File: src/rtl/cpu.sv
// 32-bit MIPS-subset CPU, 5-stage in-order pipeline (IF/ID/EX/MEM/WB), no hazard logic.
// Optional macro CPU_DWE_EN adds d_we, high while a sw is in MEM.
module cpu (
   input  logic        clock,
   input  logic        reset,
   input  logic        start,
   input  logic [31:0] i_datain,
   input  logic [31:0] d_datain,
   output logic [31:0] d_dataout,
   output logic [31:0] d_addr
`ifdef CPU_DWE_EN
   ,
   output logic        d_we
`endif
);
   localparam logic [5:0] OP_R = 6'h00, OP_J = 6'h02, OP_JAL = 6'h03, OP_BEQ = 6'h04,
                          OP_BNE = 6'h05, OP_ADDI = 6'h08, OP_ADDIU = 6'h09,
                          OP_ANDI = 6'h0C, OP_ORI = 6'h0D, OP_LW = 6'h23, OP_SW = 6'h2B;

   logic [31:0] pc, instr;
   logic [31:0] gr [0:31];

   logic [31:0] id_pc_q;
   logic [31:0] ex_ir_q, ex_pc_q, ex_a_q, ex_b_q, ex_imm_q;
   logic [31:0] mem_res_q, mem_st_q;
   logic        mem_wen_q, mem_ld_q;
   logic [4:0]  mem_dest_q;
   logic [31:0] wb_val_q;
   logic        wb_wen_q;
   logic [4:0]  wb_dest_q;

   // ID: operand read and immediate extension
   logic [5:0]  id_op;
   logic [31:0] id_imm_d;
   assign id_op    = instr[31:26];
   assign id_imm_d = (id_op == OP_ANDI || id_op == OP_ORI) ? {16'h0, instr[15:0]}
                                                           : {{16{instr[15]}}, instr[15:0]};

   // EX: ALU and branch/jump resolution
   logic [5:0]  ex_op, ex_fn;
   logic [4:0]  ex_sh;
   logic [31:0] ex_pc4, ex_res_d, ex_tgt;
   logic        ex_wen_d, ex_ld_d, ex_redir;
   logic [4:0]  ex_dest_d;
   assign ex_op  = ex_ir_q[31:26];
   assign ex_fn  = ex_ir_q[5:0];
   assign ex_sh  = ex_ir_q[10:6];
   assign ex_pc4 = ex_pc_q + 32'd4;

   always_comb begin
      ex_res_d  = '0;
      ex_wen_d  = 1'b0;
      ex_ld_d   = 1'b0;
      ex_dest_d = '0;
      ex_redir  = 1'b0;
      ex_tgt    = ex_pc4;
      case (ex_op)
         OP_R: begin
            ex_wen_d  = 1'b1;
            ex_dest_d = ex_ir_q[15:11];
            case (ex_fn)
               6'h20, 6'h21: ex_res_d = ex_a_q + ex_b_q;
               6'h22, 6'h23: ex_res_d = ex_a_q - ex_b_q;
               6'h24: ex_res_d = ex_a_q & ex_b_q;
               6'h25: ex_res_d = ex_a_q | ex_b_q;
               6'h26: ex_res_d = ex_a_q ^ ex_b_q;
               6'h27: ex_res_d = ~(ex_a_q | ex_b_q);
               6'h2A: ex_res_d = {31'd0, $signed(ex_a_q) < $signed(ex_b_q)};
               6'h00: ex_res_d = ex_b_q << ex_sh;
               6'h02: ex_res_d = ex_b_q >> ex_sh;
               6'h03: ex_res_d = 32'($signed(ex_b_q) >>> ex_sh);
               6'h04: ex_res_d = ex_b_q << ex_a_q[4:0];
               6'h06: ex_res_d = ex_b_q >> ex_a_q[4:0];
               6'h07: ex_res_d = 32'($signed(ex_b_q) >>> ex_a_q[4:0]);
               6'h08: begin
                  ex_wen_d = 1'b0;
                  ex_redir = 1'b1;
                  ex_tgt   = ex_a_q;
               end
               default: ex_wen_d = 1'b0;
            endcase
         end
         OP_ADDI, OP_ADDIU: begin
            ex_res_d  = ex_a_q + ex_imm_q;
            ex_wen_d  = 1'b1;
            ex_dest_d = ex_ir_q[20:16];
         end
         OP_ANDI, OP_ORI: begin
            ex_res_d  = (ex_op == OP_ANDI) ? (ex_a_q & ex_imm_q) : (ex_a_q | ex_imm_q);
            ex_wen_d  = 1'b1;
            ex_dest_d = ex_ir_q[20:16];
         end
         OP_LW: begin
            ex_res_d  = ex_a_q + ex_imm_q;
            ex_wen_d  = 1'b1;
            ex_ld_d   = 1'b1;
            ex_dest_d = ex_ir_q[20:16];
         end
         OP_SW: ex_res_d = ex_a_q + ex_imm_q;
         OP_BEQ, OP_BNE: begin
            ex_res_d = ex_a_q - ex_b_q;
            ex_redir = (ex_op == OP_BEQ) ? (ex_a_q == ex_b_q) : (ex_a_q != ex_b_q);
            ex_tgt   = ex_pc4 + {ex_imm_q[29:0], 2'b00};
         end
         OP_J, OP_JAL: begin
            ex_redir = 1'b1;
            ex_tgt   = {ex_pc4[31:28], ex_ir_q[25:0], 2'b00};
            if (ex_op == OP_JAL) begin
               ex_res_d  = ex_pc4;
               ex_wen_d  = 1'b1;
               ex_dest_d = 5'd31;
            end
         end
         default: ;
      endcase
   end

   always_ff @(posedge clock) begin
      if (reset) begin
         pc         <= '0;
         instr      <= '0;
         id_pc_q    <= '0;
         ex_ir_q    <= '0;
         ex_pc_q    <= '0;
         ex_a_q     <= '0;
         ex_b_q     <= '0;
         ex_imm_q   <= '0;
         mem_res_q  <= '0;
         mem_st_q   <= '0;
         mem_wen_q  <= 1'b0;
         mem_ld_q   <= 1'b0;
         mem_dest_q <= '0;
         wb_val_q   <= '0;
         wb_wen_q   <= 1'b0;
         wb_dest_q  <= '0;
         for (int i = 0; i < 32; i++) gr[i] <= '0;
      end else if (start) begin
         pc         <= ex_redir ? ex_tgt : pc + 32'd4;
         instr      <= i_datain;
         id_pc_q    <= pc;
         ex_ir_q    <= instr;
         ex_pc_q    <= id_pc_q;
         ex_a_q     <= gr[instr[25:21]];
         ex_b_q     <= gr[instr[20:16]];
         ex_imm_q   <= id_imm_d;
         mem_res_q  <= ex_res_d;
         mem_st_q   <= ex_b_q;
         mem_wen_q  <= ex_wen_d;
         mem_ld_q   <= ex_ld_d;
         mem_dest_q <= ex_dest_d;
         wb_val_q   <= mem_ld_q ? d_datain : mem_res_q;
         wb_wen_q   <= mem_wen_q;
         wb_dest_q  <= mem_dest_q;
         // gr[0] is never written, so it keeps its reset value of zero
         if (wb_wen_q && wb_dest_q != 5'd0) gr[wb_dest_q] <= wb_val_q;
      end
   end

   assign d_addr    = mem_res_q;
   assign d_dataout = mem_st_q;

`ifdef CPU_DWE_EN
   logic mem_sw_q;
   always_ff @(posedge clock) begin
      if (reset)      mem_sw_q <= 1'b0;
      else if (start) mem_sw_q <= (ex_op == OP_SW);
   end
   assign d_we = mem_sw_q;
`endif
endmodule

File: config.mk
export PLATFORM = sky130hd
export DESIGN_NAME = cpu
export DESIGN_NICKNAME = d
export VERILOG_FILES = /design/src/rtl/cpu.sv
export SDC_FILE = /design/constraint.sdc
export NUM_CORES = 2
export LEC_CHECK = 0
export BUFFER_PORTS_ARGS = -buffer_cell sky130_fd_sc_hd__buf_2
export CORE_MARGIN = 4
export CORE_UTILIZATION = 50
export DETAILED_ROUTE_END_ITERATION = 12
export GPL_TIMING_DRIVEN = 0
export PLACE_DENSITY = 0.66
export SETUP_SLACK_MARGIN = 0.15
export SYNTH_ARGS = -nofsm -noshare
export SYNTH_HDL_FRONTEND = slang
export SYNTH_SLANG_ARGS = --single-unit
File: constraint.sdc
create_clock -name clock -period 10.36 [get_ports clock]
set_input_delay 0.518 -clock clock [delete_from_list [all_inputs] [get_ports clock]]
set_output_delay 0.518 -clock clock [all_outputs]
set_load 0.005 [all_outputs]
; Yosys cells after proc, flatten, opt, wreduce, memory -nomap -nowiden
; Memories as Yosys holds them, arrays and structs flattened. A register that Yosys moved wholly into a read port is not among the register bits.
; Index checks and enable logic that the tools add are counted.
[totals]
output_inout_bits = 64
memories = 1
reg_bits = 301
in_bits = 67
wordCells = 104
ram_bits = 1024
[memory_table]
columns = memory, depth, width, rd, rd_ports_with_merged_regs, wr, line_no
row1 = gr, 32, 32, 2, 2, 32, 21  ; logic [31:0] gr [0:31];
[op_classes]
n_eq_ne = 29
n_addsub = 6
muxes = 27
bitwise = 6
reduce_logical = 14
shift = 6
n_lt_le_gt_ge = 1
[ops]
columns = operator, n
row1 = case mux 32 bit (13 select lines), 1
row2 = 2-to-1 mux 32 bit, 7
row3 = case mux 32 bit (5 select lines), 1
row4 = adder 32 bit, 3
row5 = case mux 32 bit (3 select lines), 1
row6 = "== test 6 bit, second input constant", 11
row7 = "adder 32 x 3 -> 32 bit, second input constant", 2
row8 = AND 32 bit, 2
row9 = OR 32 bit, 2
row10 = << shifter 32 x 5 -> 32 bit, 2
row11 = >> shifter 32 x 5 -> 32 bit, 2
row12 = >>> shifter 32 x 5 -> 32 bit, 2
row13 = "== test 6 x 4 -> 1 bit, second input constant", 7
row14 = == test 32 bit, 1
row15 = less-than comparator 32 bit, 1
row16 = != test 32 bit, 1
row17 = inverter 32 bit, 1
row18 = OR reduction 32 bit, 1
row19 = subtractor 32 bit, 1
row20 = bitwise XOR 32 bit, 1
row21 = "== test 6 x 3 -> 1 bit, second input constant", 5
row22 = "== test 6 x 2 -> 1 bit, second input constant", 4
row23 = case mux 5 bit (3 select lines), 1
row24 = OR reduction 15 bit, 1
row25 = other kinds (10), 28

; Logic depth before layout (Yosys ltp)
[logic_depth]
depth_word = 8
mapped_depth = 17
ltp_nobuf = 16

; Least setup slack after synthesis
; OpenSTA, ideal clock, no wires.
[synth_path]
path_type = in2reg
start = input start
end = memory gr[8][0] (enable)
setup_time_ps = 466
required_time_ps = 9894
n_path_buf = 1
stages = 6
setup_slack_ps = 5930
arrival_time_ps = 3964
path_cell_list = inv_1 -> nor2_1 -> nand2_1 -> or4_1 -> clkbuf_1 -> o21ai_0
[synth_rtl]
columns = item, line_no
row1 = "start, declared", 6  ; input logic start,
row2 = "end, declared", 21

; Worst setup path after layout
[layout_path]
start = register ex_b_q[3], read port of gr
end = register mem_res_q[0] (netlist: d_addr[0])
[layout_between]
elab_chain_len = 3
elab_cells_between_ends = 9
classes_between = order compare: 1 / shift: 6 / mux: 2
[layout_rtl]
columns = item, line_no
row1 = "start, declared", 24  ; logic [31:0] ex_ir_q, ex_pc_q, ex_a_q, ex_b_q, ex_imm_q;
row2 = less-than comparator 32 bit (tied with other cells), 68  ; 6'h2A: ex_res_d = {31'd0, $signed(ex_a_q) < $signed(ex_b_q)};
row3 = case mux 32 bit (13 select lines) (*), 61  ; case (ex_fn)
row4 = case mux 32 bit (5 select lines) (*), 57  ; case (ex_op)
row5 = "end signal, assigned", 146  ; mem_res_q <= ex_res_d;
row6 = "end, declared", 25  ; logic [31:0] mem_res_q, mem_st_q;
; Mark *: on every way between the ends. The rest lies on a longest branch, timed or not.
; A chain may end at the register's enable or synchronous reset.

==> results.json <==
{
  "drt.antenna.violating_nets": 0,
  "cp.arrival_ns": 7.14,
  "synth_area_leaders": "edfxtp_1 37%, mux4_2 19%, dfxtp_1 8.0%, and2_1 7.5%, mux2i_1 4.4%",
  "syn_inst": 7048,
  "reg2reg_to": "d_addr[0]$_SDFFE_PP0P_",
  "dieArea_um2": 174000,
  "hpwl_um": 309000,
  "areaGrowthSynthToFinish_pct": 12.0,
  "layout_min_cycle_time_ns": 6.45,
  "top_register": "gr",
  "via_count": 69000,
  "violations": "capacitance limit, slew limit",
  "drc_errors": 0,
  "die_w_um": 418,
  "worst_slew_pin_slew_ns": 1.69,
  "wl_per_cell_um": 41.6,
  "worstSetupEndpointType": "flip-flop",
  "grt_usage": 0.461,
  "finalWirelength_um": 407000,
  "required_ns": 11.04,
  "hp-start": "i_datain[20]",
  "crit_type": "reg -> reg",
  "ys_seq_area_frac": 0.446,
  "hold_slack_ns": 0.0503,
  "slew_viol_final": 86,
  "core_area_um2": 167000,
  "cts-buffers-inserted": 151,
  "clock_sinks": 1358,
  "reg2reg_setup_slack_ns": 3.91,
  "switchingPower_mw": 4.62,
  "min_path_type": "in -> reg",
  "drive_above_1_share": 0.161,
  "rows": 150,
  "p_leak_nw": 33.3,
  "syn_area_per_cell_um2": 11.9,
  "comb_power_share": 0.197,
  "synthArstFlopShare": 0,
  "finalNetCount": 7703,
  "first_iter_violations": 10700,
  "largest_reg_flops": 1024,
  "rsz0062_at_grt": "false",
  "finClkSkew_ns": 0.0584,
  "synthDistinctLibCells": 94,
  "drt-vias-per-instance": 7.05,
  "finalNonFillerCells": 9783,
  "yosys_warnings": 0,
  "clk_latency_ns": 0.83,
  "worst-r2r-cell-count": 13,
  "start_kind": "flip-flop",
  "cellPowerDensity_nw_per_um2": 155,
  "grt-ovfl-total": 0,
  "synth_top_area_cell": "edfxtp_1",
  "cpPeakStageDelay_ns": 0.82,
  "critPathMaxFanout": 10,
  "cts_root_buf": "clkbuf_16",
  "relSlewSlack": -0.127,
  "slowest_stage": "o21ai_0",
  "die_h_um": 418,
  "cts_tree": "yes",
  "status": "finished with violations",
  "synth_top_area_share": 0.366,
  "grt_max_degree": 33,
  "cp_cell_sequence": "clkbuf_1 -> inv_1 -> ha_1 -> clkbuf_1 -> nor3_1 -> nand2_1 -> a311oi_1 -> nor3_1 -> a22oi_1 -> a221oi_1 -> o21ai_0 -> nand4_1 -> a221o_1",
  "power.switching_fraction": 0.317,
  "dpl.cell_count": 9461,
  "synthTopCellsByCount": "1024 x edfxtp_1, 1004 x and2_1, 702 x mux4_2",
  "port_buffers": 130,
  "finalSetupViolations": 0,
  "clk_pin_slew_ns": 0.06,
  "synth_edf_count": 1024,
  "final-hold-violation-count": 0,
  "grt_pass1_vias": 66600,
  "critPathBufInv": 3,
  "grt_pass1_wl_um": 548000,
  "p_clk_frac": 0.368,
  "power_frac_seq": 0.435,
  "yosysMostFrequentCell": "edfxtp_1",
  "antenna_found_initial": 34,
  "hold_end": "instr[20]$_SDFFE_PP0P_",
  "io-pin-count": 131,
  "dr.pass1.iters": 6,
  "synth_flop_cell": "edfxtp_1",
  "critPathTopFamily": "compound AO/OA/AOI/OAI gates",
  "clock_path_buffers": 3,
  "synth-seq-cells": 1358,
  "p_int_mw": 9.96,
  "fin_tns_setup_ns": 0,
  "rr_startpoint": "ex_b_q[3]$_SDFFE_PP0P_",
  "cts_max_level": 4,
  "cap_violations": 12,
  "fmax_mhz": 155,
  "start_util": 0.502,
  "place_congestion": 1.10,
  "vdd_drop_max_mv": 0.180,
  "syn_area_um2": 83900,
  "holdPathStages": 3,
  "finalCritPeriodShare": 0.623,
  "fill_cells": 14000
}
-- how the worst max path moves through the flow --
stage / from / to / slack, ns / depth (start not counted)
after floorplan: start / gr[8][0]$_SDFFCE_PN0P_ / 5.93 / 6
after global placement: start / gr[8][8]$_SDFFCE_PN0P_ / 1.22 / 7
after detailed placement: ex_b_q[30]$_SDFFE_PP0P_ / pc[11]$_SDFFE_PP0P_ / 4.26 / 14
after CTS: ex_b_q[30]$_SDFFE_PP0P_ / pc[11]$_SDFFE_PP0P_ / 4.25 / 14
final: ex_b_q[3]$_SDFFE_PP0P_ / d_addr[0]$_SDFFE_PP0P_ / 3.91 / 13
after global routing: ex_b_q[4]$_SDFFE_PP0P_ / d_addr[25]$_SDFFE_PP0P_ / 4.00 / 13
-- what timing repair did --
| item | CTS | global route |
|---|---|---|
| hold endpoints to repair | 23 | 0 |
| setup buffers | 0 | 0 |
| gates resized for setup | 0 | 0 |
| hold buffers | 23 | 0 |
-- logic make-up after synthesis --
group | Yosys count | synth area share
xor gates and xnor gates | 163 | 0.0170
adders and majority gates | 200 | 0.0302
AOI/OAI and AO/OA | 1175 | 0.0939
DFF | 1358 | 0.446
buffers and inverters | 814 | 0.0375
muxes | 1085 | 0.234
other | 1 | 0.0000447
and+or+nand+nor | 2252 | 0.141
-- worst register-to-register path: stages (launching register included) --
cell	delay [ns]
dfxtp_1	0.69
clkbuf_1	0.78
inv_1	0.47
ha_1	0.40
clkbuf_1	0.24
nor3_1	0.40
nand2_1	0.15
a311oi_1	0.48
nor3_1	0.16
a22oi_1	0.55
a221oi_1	0.30
o21ai_0	0.82
nand4_1	0.45
a221o_1	0.43
-- metal layers --
metal,vias up,global-route usage,part of all wire
li1,27500,-,-
met1,34400,0.534,0.33
met2,5492,0.693,0.43
met3,1592,0.151,0.13
met4,18,0.388,0.11
met5,-,0,0.00027
-- power by group through the flow --
stage / clock network (mW) / logic (mW) / registers, mW
after floorplan: 0 / 1.54 / 6.26
after detailed placement: 0 / 2.72 / 6.42
after CTS: 5.34 / 2.74 / 6.31
after global placement: 0 / 2.66 / 6.44
after global routing: 5.58 / 2.90 / 6.33
final: 5.37 / 2.87 / 6.34
-- cells in the final DEF, fill, tap and decap left out, types with 24 or more instances in the layout --
master     count
a211oi_1     195
a21o_1        51
a21oi_1      302
a221o_1       26
a221oi_1      28
and2_1      1004
and3_1        28
buf_1         85
buf_16        24
buf_2        161
clkbuf_1     581
clkbuf_16    153
conb_1        32
dfxtp_1      333
edfxtp_1    1024
ha_1         196
inv_1        140
mux2i_1      372
mux4_2       702
nand2_1      324
nand2b_1      41
nand3_1       91
nand4_1       29
nor2_1       545
nor3_1        72
nor4_1        25
o211ai_1      49
o21ai_0      176
o21ai_4       28
o221ai_1      29
o22ai_1       33
xnor2_1      134
xor2_1        29
-- through the flow --
step	setup WS, ns	utilization	power, mW	cell area [um^2]
after floorplan	5.93	-	7.80	84000
after global placement	1.22	0.523	9.11	87400
after detailed placement	4.26	0.532	9.15	88900
after CTS	4.25	0.562	14.4	93900
after global routing	4.00	0.562	14.8	93900
final	3.91	0.563	14.6	94000
-- layout make-up --
| class | instances | area (um^2) | area share |
|---|---|---|---|
| sequential | 1358 | 37400 | 0.398 |
| timing repair buffer | 204 | 2000 | 0.0213 |
| buffer | 670 | 2620 | 0.0278 |
| multi-input combinational | 4907 | 43800 | 0.466 |
| inverter | 144 | 541 | 0.00575 |
| clock buffer | 210 | 4130 | 0.0439 |
| tap | 2204 | 2760 | 0.0293 |
| clock inverter | 64 | 657 | 0.00699 |
| antenna | 22 | 55.1 | 0.000586 |
Power figures use the tool's default switching activity.
